<file path="src/rtl/quad_pos_counter.sv">
// rtl/quad_pos_counter.sv - quadrature phase decoder with saturating position count
// Optional QUAD_FILTER_EN adds a 3-sample stability filter per synchronised phase bit.
module quad_pos_counter #(
  parameter int WIDTH   = 3,
  parameter int MIN_VAL = 0,
  parameter int MAX_VAL = 5,
  parameter int X1_MODE = 0
) (
  input  logic             orgclk,
  input  logic             rst,
  input  logic             in2,
  input  logic             in3,
  input  logic             en,
  input  logic             load,
  input  logic [WIDTH-1:0] load_val,
  input  logic             err_clr,
  output logic [WIDTH-1:0] count,
  output logic [WIDTH-1:0] max,
  output logic             available,
  output logic             at_min,
  output logic             dir,
  output logic             step_err,
  output logic             err_flag
);

  localparam logic [WIDTH:0] MIN_W = (WIDTH+1)'(MIN_VAL);
  localparam logic [WIDTH:0] MAX_W = (WIDTH+1)'(MAX_VAL);

  logic [1:0]       sync_m_q, sync_m_d, sync_s_q, sync_s_d;
  logic [1:0]       prev_ph_q, prev_ph_d;
  logic             init_q, init_d;
  logic [WIDTH-1:0] count_q, count_d;
  logic             dir_q, dir_d;
  logic             step_err_q, step_err_d;
  logic             err_flag_q, err_flag_d;
  logic             avail_q, avail_d;
  logic             at_min_q, at_min_d;
  logic [1:0]       ph;

  function automatic logic [1:0] next_up(input logic [1:0] p);
    case (p)
      2'b00:   next_up = 2'b01;
      2'b01:   next_up = 2'b11;
      2'b11:   next_up = 2'b10;
      default: next_up = 2'b00;
    endcase
  endfunction

`ifdef QUAD_FILTER_EN
  logic [1:0] hist1_q, hist1_d, hist2_q, hist2_d, filt_q, filt_d;

  // A bit only moves once the current and two previous samples agree.
  always_comb begin
    hist1_d = sync_s_q;
    hist2_d = hist1_q;
    for (int i = 0; i < 2; i++) begin
      filt_d[i] = (sync_s_q[i] == hist1_q[i] && hist1_q[i] == hist2_q[i]) ?
                  sync_s_q[i] : filt_q[i];
    end
    ph = filt_d;
  end

  always_ff @(posedge orgclk) begin
    if (rst) begin
      hist1_q <= 2'b00;
      hist2_q <= 2'b00;
      filt_q  <= 2'b00;
    end else begin
      hist1_q <= hist1_d;
      hist2_q <= hist2_d;
      filt_q  <= filt_d;
    end
  end
`else
  assign ph = sync_s_q;
`endif

  logic           up_edge, down_edge, illegal, up_step, down_step;
  logic [WIDTH:0] cnt_w, cur_w, load_w;

  always_comb begin
    sync_m_d   = {in3, in2};
    sync_s_d   = sync_m_q;
    prev_ph_d  = ph;
    init_d     = 1'b0;
    dir_d      = dir_q;
    step_err_d = 1'b0;
    err_flag_d = err_flag_q;

    up_edge   = (ph == next_up(prev_ph_q));
    down_edge = (prev_ph_q == next_up(ph));
    illegal   = !init_q && (ph == ~prev_ph_q);
    if (X1_MODE != 0) begin
      up_step   = !init_q && up_edge && (prev_ph_q == 2'b10);
      down_step = !init_q && down_edge && (prev_ph_q == 2'b00);
    end else begin
      up_step   = !init_q && up_edge;
      down_step = !init_q && down_edge;
    end

    if (up_step)   dir_d = 1'b1;
    if (down_step) dir_d = 1'b0;

    if (err_clr) err_flag_d = 1'b0;
    if (illegal) begin
      step_err_d = 1'b1;
      err_flag_d = 1'b1;
    end

    // One spare bit keeps the +1/-1 compares free of overflow.
    cur_w  = {1'b0, count_q};
    load_w = {1'b0, load_val};
    cnt_w  = cur_w;
    if (load) begin
      if (load_w > MAX_W)      cnt_w = MAX_W;
      else if (load_w < MIN_W) cnt_w = MIN_W;
      else                     cnt_w = load_w;
    end else if (en && up_step) begin
      cnt_w = (cur_w >= MAX_W) ? MAX_W : cur_w + 1'b1;
    end else if (en && down_step) begin
      cnt_w = (cur_w <= MIN_W) ? MIN_W : cur_w - 1'b1;
    end
    count_d  = cnt_w[WIDTH-1:0];
    avail_d  = (cnt_w < MAX_W);
    at_min_d = (cnt_w == MIN_W);
  end

  always_ff @(posedge orgclk) begin
    if (rst) begin
      sync_m_q   <= 2'b00;
      sync_s_q   <= 2'b00;
      prev_ph_q  <= 2'b00;
      init_q     <= 1'b1;
      count_q    <= MIN_W[WIDTH-1:0];
      dir_q      <= 1'b1;
      step_err_q <= 1'b0;
      err_flag_q <= 1'b0;
      avail_q    <= (MIN_W < MAX_W);
      at_min_q   <= 1'b1;
    end else begin
      sync_m_q   <= sync_m_d;
      sync_s_q   <= sync_s_d;
      prev_ph_q  <= prev_ph_d;
      init_q     <= init_d;
      count_q    <= count_d;
      dir_q      <= dir_d;
      step_err_q <= step_err_d;
      err_flag_q <= err_flag_d;
      avail_q    <= avail_d;
      at_min_q   <= at_min_d;
    end
  end

  assign count     = count_q;
  assign max       = MAX_W[WIDTH-1:0];
  assign available = avail_q;
  assign at_min    = at_min_q;
  assign dir       = dir_q;
  assign step_err  = step_err_q;
  assign err_flag  = err_flag_q;

endmodule
</file>
<file path="config.mk">
export PLATFORM = sky130hd
export DESIGN_NAME = quad_pos_counter
export DESIGN_NICKNAME = d
export VERILOG_FILES = /design/src/rtl/quad_pos_counter.sv
export SDC_FILE = /design/constraint.sdc
export NUM_CORES = 1
export LEC_CHECK = 0
export CAP_MARGIN = 20
export CORE_ASPECT_RATIO = 1.25
export CORE_MARGIN = 3
export CORE_UTILIZATION = 40
export DETAILED_ROUTE_END_ITERATION = 6
export GPL_TIMING_DRIVEN = 0
export PLACE_DENSITY = 0.75
export SLEW_MARGIN = 20
export SYNTH_ARGS = -nofsm -noshare
export SYNTH_HDL_FRONTEND = slang
export SYNTH_SLANG_ARGS = --single-unit
</file>
<file path="constraint.sdc">
create_clock -name orgclk -period 2.85 [get_ports orgclk]
set_clock_uncertainty 0.2 [all_clocks]
set_input_delay 0.57 -clock orgclk [delete_from_list [all_inputs] [get_ports orgclk]]
set_output_delay 0.57 -clock orgclk [all_outputs]
set_load 0.03 [all_outputs]
</file>
# Word level (Yosys, flattened, before mapping)
# Cells that the tools add are included.
# totals
register_bits,15
latch_bits,0
ram_bits,0
mem_bits_ro,0
input_bits,10
out_inout_bits,11
word_cells,49
memories,0
# op_classes
n_addsub,2
n_mul,0
n_div,0
magnitude_cmp,4
n_eq_ne,7
shift,0
muxes,14
bitwise,1
n_reduce_logical,11
# op_table
op,n
$mux W4,5
$pmux W2 S3,2
$eq A2 B2 Y1,3
$mux W1,6
$logic_and A1 B1 Y1,5
$add A3 B1 Y4 const B,1
$eq A2 B1 Y1 const B,2
$eq A2 B2 Y1 const B,2
$logic_not A2 Y1,2
$logic_not A4 Y1,1
$lt A4 B3 Y1 const B,1
$reduce_bool A2 Y1,2
$sub A3 B1 Y4 const B,1
$ge A3 B3 Y1 const B,1
$gt A3 B3 Y1 const B,1
$le A3 B1 Y1 const B,1
$mux W3,1
$not A2 Y2,1
$logic_not A1 Y1,1

# Longest topological paths before layout
# Gate-level depths: netlist of the first run.
# logic_depth
depth_word,9
ltp_mapped,7
depth_no_buf,7

# Least setup slack after synthesis of the first run
# No wires, ideal clock.
# synth_path
kind,reg2reg
start,"register count_q[0], in the netlist count[0]"
end,"register avail_q, in the netlist available"
setup_ns,0.120
t_arrival_ns,1.792
required_time_ns,2.530
path_slack_ns,0.739
path_stages_with_launch,8
path_buffers,0
period_less_slack_ns,2.111
path_cell_list,dfxtp_1 -> inv_1 -> ha_1 -> nor2b_1 -> o21a_1 -> a22oi_1 -> a32oi_1 -> o31a_1
# synth_via
elab_chain_len,6
elab_cells_between_ends,10
cone_classes,add/sub: 2; order compare: 3; mux: 5
# synth_rtl
item,line_no,source
start: declaration,32,"logic [WIDTH-1:0] count_q, count_d;"
start signal: assignment,134,count_q <= MIN_W[WIDTH-1:0];
start signal: assignment,145,count_q <= count_d;
$sub A3 B1 Y4 or $le A3 B1 Y1 (tied branches),121,cnt_w = (cur_w <= MIN_W) ? MIN_W : cur_w - 1'b1;
$mux W4,121,
$mux W4,120,end else if (en && down_step) begin
$mux W4 *,118,end else if (en && up_step) begin
$mux W4 *,114,if (load) begin
$lt A4 B3 Y1 *,124,avail_d = (cnt_w < MAX_W);
end signal: assignment,138,avail_q <= (MIN_W < MAX_W);
end signal: assignment,149,avail_q <= avail_d;
end: declaration,36,"logic avail_q, avail_d;"
# Every way passes the cells marked *; elsewhere a longest branch is shown, timed or not.
# A chain may end at the register's enable or synchronous reset.

# Worst setup path in the final report of the first run
# layout_path
start,input port en
end,"register at_min_q, in the netlist at_min"
# layout_via
elab_chain_len,5
elab_cells_between_ends,6
cone_classes,mux: 3; reduce/logical: 3
# layout_rtl
item,line_no,source
start: declaration,13,"input logic en,"
$logic_and A1 B1 Y1,120,
$mux W4,120,
$mux W4 *,118,
$mux W4 *,114,
$logic_not A4 Y1 *,125,at_min_d = (cnt_w == MIN_W);
end signal: assignment,150,at_min_q <= at_min_d;
end: declaration,37,"logic at_min_q, at_min_d;"
# Marks and branches as above.

==> results.toml, run 1 <==
[yosys]
syn_avg_cell_area_um2 = 9.10
synth_area_um2 = 810
yosysWarnings = 0
synthDistinctLibCells = 33
ys_ff_latch = 15
seq_area_frac_synth_pct = 37.1
synthCells = 89

[sta]
finalHoldViolCount = 0
worst_slack_ns = 0.509
timing.hold.ws_ns = 0.249
rsz0062_at_grt = "no"
min_period_ns = 2.34
final_max_slew_viol_count = 0
setup-tns-final_ns = 0
fmax_mhz = 427
setup-violations-final = 0
period_share_pct = 82.1

[die]
core_area_um2 = 1830
num_io_pins = 21
fp.dieArea_um2 = 2600
initial_utilization_pct = 44.3
rows = 17
fp.dieH_um = 56.3
dieWidth_um = 46.2

[routing]
viasPerCell = 5.16
wl_per_cell_um = 11.9
finalWirelength_mm = 1.53
vias = 665
first_iter_violations = 4
ant_nets = 0
drc_errors = 0
first_pass_iters = 3

[status]
status = "finished, final reports clean"

[setup_path]
crit_chain = "clkdlybuf4s50_1, nand2b_1, nor4b_2, mux2_2, o311ai_4, a31o_1"
crit_family = "compound AO/OA/AOI/OAI gates"
criticalPathCategory = "in2reg"
slowest_delay_ns = 0.46
slowest_stage = "clkdlybuf4s50_1"
path_buf_inv = 1
cp-start-kind = "input port"
cp-end-kind = "flop"
crit_fanout = 6
worstPathRequired_ns = 2.88
arrival_ns = 2.38

[placement]
pre_cts_ws_ns = 0.236
place.gp.congestion = 0.817
io_buffers = 16
hpwl_mm = 1.22
placed_area_um2 = 997

[grt]
grt_pass1_wl_mm = 2.80
antenna_found_initial = 0
grt_max_degree = 11
grt-ovfl-total = 0
grtUsageTotal_pct = 14.3
use_met1_pct = 18.7
gr-usage-met2_pct = 22.0
first_global_vias = 656
grt_busiest_layer = "met2"
gr-usage-met3_pct = 2.88

[final_layout]
antennaDiodeCount = 0
most-common-layout-cells = "clkdlybuf4s50_1 (16), dfxtp_1 (15), nor2b_1 (7), nor2_1 (7)"
synthToLayoutAreaGrowth_pct = 26.6
drive_above_1_share_pct = 10.0
final_common_cell = "clkdlybuf4s50_1"
nFillCells = 187
nNetsFinal = 125
multi_input_area_um2 = 464
regArea_um2 = 300
design_area_um2 = 1020

[cts]
clkLatencyLatePin_ns = 0.28
cts_resized = 0
clkTransAtPathRegs_ns = 0.09
cts-buffers-inserted = 3
tritoncts = "yes"
cts_hold_buf = 0
cts_sinks = 15
htreeDepth = 1
cts_setup_buffers = 0
clockRootBuffer = "clkbuf_4"
clockBufferDepth = 2

[job]
cap_viol_max_count = 0

[worst_hold_path]
hold_class = "reg2reg"

[power_and_ir_drop]
power-per-cell-area_nw_per_um2 = 451
p_leak_uw = 0.000405
vdd.ir_drop.worst_mv = 0.296
state kept, by name, indices dropped and copies added, names as in the netlist:
register and cells:
step_err 1, count 3, available 1, ph 2
prev_ph_q 2, at_min 1, dir 1, init_q 1
err_flag 1, sync_m_q 2
kinds of logic after synthesis:
| kind of cell | synth area share (%) |
|---|---|
| AND/OR/NAND/NOR | 22.9 |
| AO/OA/AOI/OAI | 17.9 |
| flip-flops | 37.1 |
| buffers and inverters | 6.03 |
| XOR/XNOR | 7.57 |
| adder cells (fa/ha/maj) | 6.18 |
| other | 0.928 |
| multiplexers | 1.39 |
report_power, final:
group	leakage [uW]	internal, uW	switching, uW	total (uW)
clock network	0.0000177	52.1	67.6	120
registers	0.000124	221	11.6	233
logic	0.000264	51.8	58.4	110
total	0.000405	325	138	463
through the flow:
step | std cells | util [%] | power [uW]
after global placement | 125 | 54.5 | 345
final | 129 | 56.0 | 463
after detailed placement | 125 | 54.5 | 347
after floorplan | 90 | - | 310
after global routing | 129 | 56.0 | 488
after CTS | 129 | 56.0 | 469
routing by layer:
metal,vias up,wire length (um)
met5,-,0
met4,0,26
met3,4,65
met2,14,747
met1,300,692
li1,347,-
final cells by class:
class,instances,area share [%]
Timing Repair Buffer,16,15.6
Clock buffer,3,2.20
Inverter,5,1.83
Sequential cell,15,29.3
Multi-Input combinational cell,65,45.3
Tap cell,19,2.32
Clock inverter,1,0.488
Buffer,5,2.93
path summary, 6_finish.rpt:
kind | start | end | slack, ns | cells past startpoint
hold reg to reg | sync_m_q[0] | ph[0] | 0.25 | 1
hold / removal | sync_m_q[0] | ph[0] | 0.25 | 1
setup reg to reg | ph[1] | at_min | 0.77 | 5
setup / recovery | en | at_min | 0.51 | 6
synth_stat cells (all sizes together):
master	n	area, um^2
a21o	1	7.51
nor4b	1	15.0
mux2	1	11.3
nor2b	7	43.8
nand3b	1	7.51
o21a	2	15.0
conb	2	7.51
and3	1	6.26
buf	3	22.5
o41a	1	11.3
clkbuf	2	7.51
o31a	1	8.76
inv	5	18.8
o21ai	4	20.0
dfxtp	15	300
a21oi	2	10.0
xor2	2	17.5
a32oi	1	8.76
o31ai	1	7.51
nand4	1	6.26
nor3	2	15.0
nand2	4	15.0
nand2b	4	25.0
a31oi	1	6.26
a31o	1	8.76
o311ai	1	26.3
o211ai	1	7.51
ha	4	50.1
nor2	7	26.3
nor4	4	25.0
a22oi	1	7.51
xnor2	5	43.8
No activity file was read; power rests on OpenSTA's default activity.
==> inputs of run 2 (changes only) <==
==> constraint.sdc (replaced) <==
create_clock -name orgclk -period 2.5 [get_ports orgclk]
set_clock_uncertainty 0.2 [all_clocks]
set_input_delay 0.5 -clock orgclk [delete_from_list [all_inputs] [get_ports orgclk]]
set_output_delay 0.5 -clock orgclk [all_outputs]
set_load 0.03 [all_outputs]
==> results of run 2 <==
Same layout as run 1 (identical final DEF). Status: finished, final reports clean.
Main changes from that run: setup slack after placement 0.236 ns -> -0.0440 ns; setup slack after layout 0.509 ns -> 0.229 ns; register-to-register setup slack 0.77 ns -> 0.42 ns; total power 463 uW -> 527 uW; worst IR drop on VDD 0.296 mV -> 0.337 mV
==> inputs of run 3 (changes only) <==
--- a/config.mk
+++ b/config.mk
@@ -11,7 +11,7 @@
 export CORE_UTILIZATION = 40
 export DETAILED_ROUTE_END_ITERATION = 6
 export GPL_TIMING_DRIVEN = 0
-export PLACE_DENSITY = 0.75
+export PLACE_DENSITY = 0.68
 export SLEW_MARGIN = 20
 export SYNTH_ARGS = -nofsm -noshare
 export SYNTH_HDL_FRONTEND = slang
==> run 3 against run 2 <==
Total power is 0.78% lower. Cell count stayed put. Worst setup slack better by 0.058 ns. Final area is 0.12% lower. Register-to-register slack worse by 0.02 ns. Sequential cell count stayed put. Clock-buffer cell count is 1 higher. Combinational power hardly changed. Sequential share of layout area hardly changed. Global-route usage is 1.1 points lower. Routed wire length is 5.5% lower. Via count is 2.0% lower. Critical endpoint unchanged. Largest power group unchanged.
==> results.toml, run 3 (synthesis results as in run 1) <==
[sta]
worst_slack_ns = 0.287
setup-tns-final_ns = 0
period_share_pct = 88.5
min_period_ns = 2.21
fmax_mhz = 452
finalHoldViolCount = 0
setup-violations-final = 0
rsz0062_at_grt = "no"
final_max_slew_viol_count = 0

[grt]
gr-usage-met3_pct = 2.88
gr-usage-met2_pct = 20.5
grt-ovfl-total = 0
grt_max_degree = 11
antenna_found_initial = 0
use_met1_pct = 16.9
grt_busiest_layer = "met2"
grt_pass1_wl_mm = 2.59
first_global_vias = 604
grtUsageTotal_pct = 13.3

[setup_path]
cp-start-kind = "input port"
r2r_setup_slack_ns = 0.40
timing.critical_path.to = "at_min"
path_buf_inv = 1
worstReg2RegEnd = "available"
slowest_stage = "clkdlybuf4s50_1"
crit_chain = "clkdlybuf4s50_1, nand2b_1, nor4b_2, mux2_2, o311ai_4, a31o_1"
arrival_ns = 2.24
crit_fanout = 6
critical_path.startpoint = "en"
worstPathRequired_ns = 2.53
rr_worst_depth = 7
crit_family = "compound AO/OA/AOI/OAI gates"
cp-end-kind = "flop"
r2r-start = "count[0]"
cp.depth = 6
slowest_delay_ns = 0.46
criticalPathCategory = "in2reg"

[cts]
cts_hold_buf = 0
cts-buffers-inserted = 3
clockRootBuffer = "clkbuf_4"
tritoncts = "yes"
cts_resized = 0
htreeDepth = 1
cts_setup_buffers = 0
clkLatencyLatePin_ns = 0.28
clockBufferDepth = 2
clkTransAtPathRegs_ns = 0.08
cts_sinks = 15

[placement]
hpwl_mm = 1.17
pre_cts_ws_ns = -0.0108
io_buffers = 16
place.gp.congestion = 0.811
dp.cells = 125

[worst_hold_path]
hold_depth = 1
hold_class = "reg2reg"

[power_and_ir_drop]
p_clk_share_pct = 25.5
power-per-cell-area_nw_per_um2 = 511
p_leak_uw = 0.000402
vdd.ir_drop.worst_mv = 0.404
power.internal_uw = 373
p_seq_share_pct = 50.7
p_sw_uw = 150
combPwrFrac_pct = 23.9
switching_share_pct = 28.7

[final_layout]
antennaDiodeCount = 0
most-common-layout-cells = "clkdlybuf4s50_1 (16), dfxtp_1 (15), nor2b_1 (7), nor2_1 (7)"
final_cells = 129
largest_register_ffs = 3
final_common_cell = "clkdlybuf4s50_1"
nNetsFinal = 125
utilization_pct = 56.0
synthToLayoutAreaGrowth_pct = 26.4
drive_above_1_share_pct = 9.09
nFillCells = 177

[routing]
first_pass_iters = 4
vias = 652
finalWirelength_mm = 1.45
drc_errors = 0
wl_per_cell_um = 11.2
first_iter_violations = 4
viasPerCell = 5.05
ant_nets = 0

[die]
initial_utilization_pct = 44.3
dieWidth_um = 46.2
fp.dieArea_um2 = 2600
fp.dieH_um = 56.3
core_area_um2 = 1830
num_io_pins = 21
rows = 17

[status]
status = "finished, final reports clean"

[job]
cap_viol_max_count = 0
[run 3: worst min-delay path by stage]
stage	to	from
CTS	ph[0]	sync_m_q[0]
global route	ph[1]	sync_m_q[1]
global placement	ph[1]	sync_m_q[1]
detailed placement	ph[0]	sync_m_q[0]
floorplan	ph[0]	sync_m_q[0]
finish	ph[0]	sync_m_q[0]
[run 3: final cells by class]
type	instances	area, um^2	area share, %
plain buffers	5	30.0	2.93
clock buffers	4	26.3	2.57
flip-flops and latches	15	300	29.3
inverters	5	18.8	1.83
repair buffers	16	160	15.6
multi-input cells	65	464	45.4
well taps	19	23.8	2.32
[run 3: metrics by stage]
| stage | area, um^2 | power, uW | hold WS [ns] |
|---|---|---|---|
| 2_1_floorplan | 813 | 353 | 0.214 |
| 3_3_place_gp | 997 | 394 | 0.221 |
| 3_5_place_dp | 997 | 396 | 0.231 |
| 4_1_cts | 1020 | 533 | 0.256 |
| 5_1_grt | 1020 | 553 | 0.268 |
| 6_report | 1020 | 523 | 0.247 |
[run 3: worst register-to-register path, cell delays in order, from the launching register on]
cell and delay [ns]:
dfxtp_1 0.48, inv_1 0.13, ha_1 0.24, nor2b_1 0.16, o21a_1 0.20, a22oi_1 0.18, a32oi_1 0.16, o31a_1 0.25
[run 3: routing by layer]
layer  part of all wire (%)  vias up
li1                       -      345
met3                    6.3        0
met5                      0        -
met1                     43      292
met2                     51       15
met4                      0        0
[run 3: power groups by stage]
stage	clock (uW)	combinational [uW]	sequential, uW
after floorplan	0	68.4	285
after global placement	0	124	270
after detailed placement	0	125	271
after CTS	142	126	265
after global routing	149	137	268
final	133	125	265
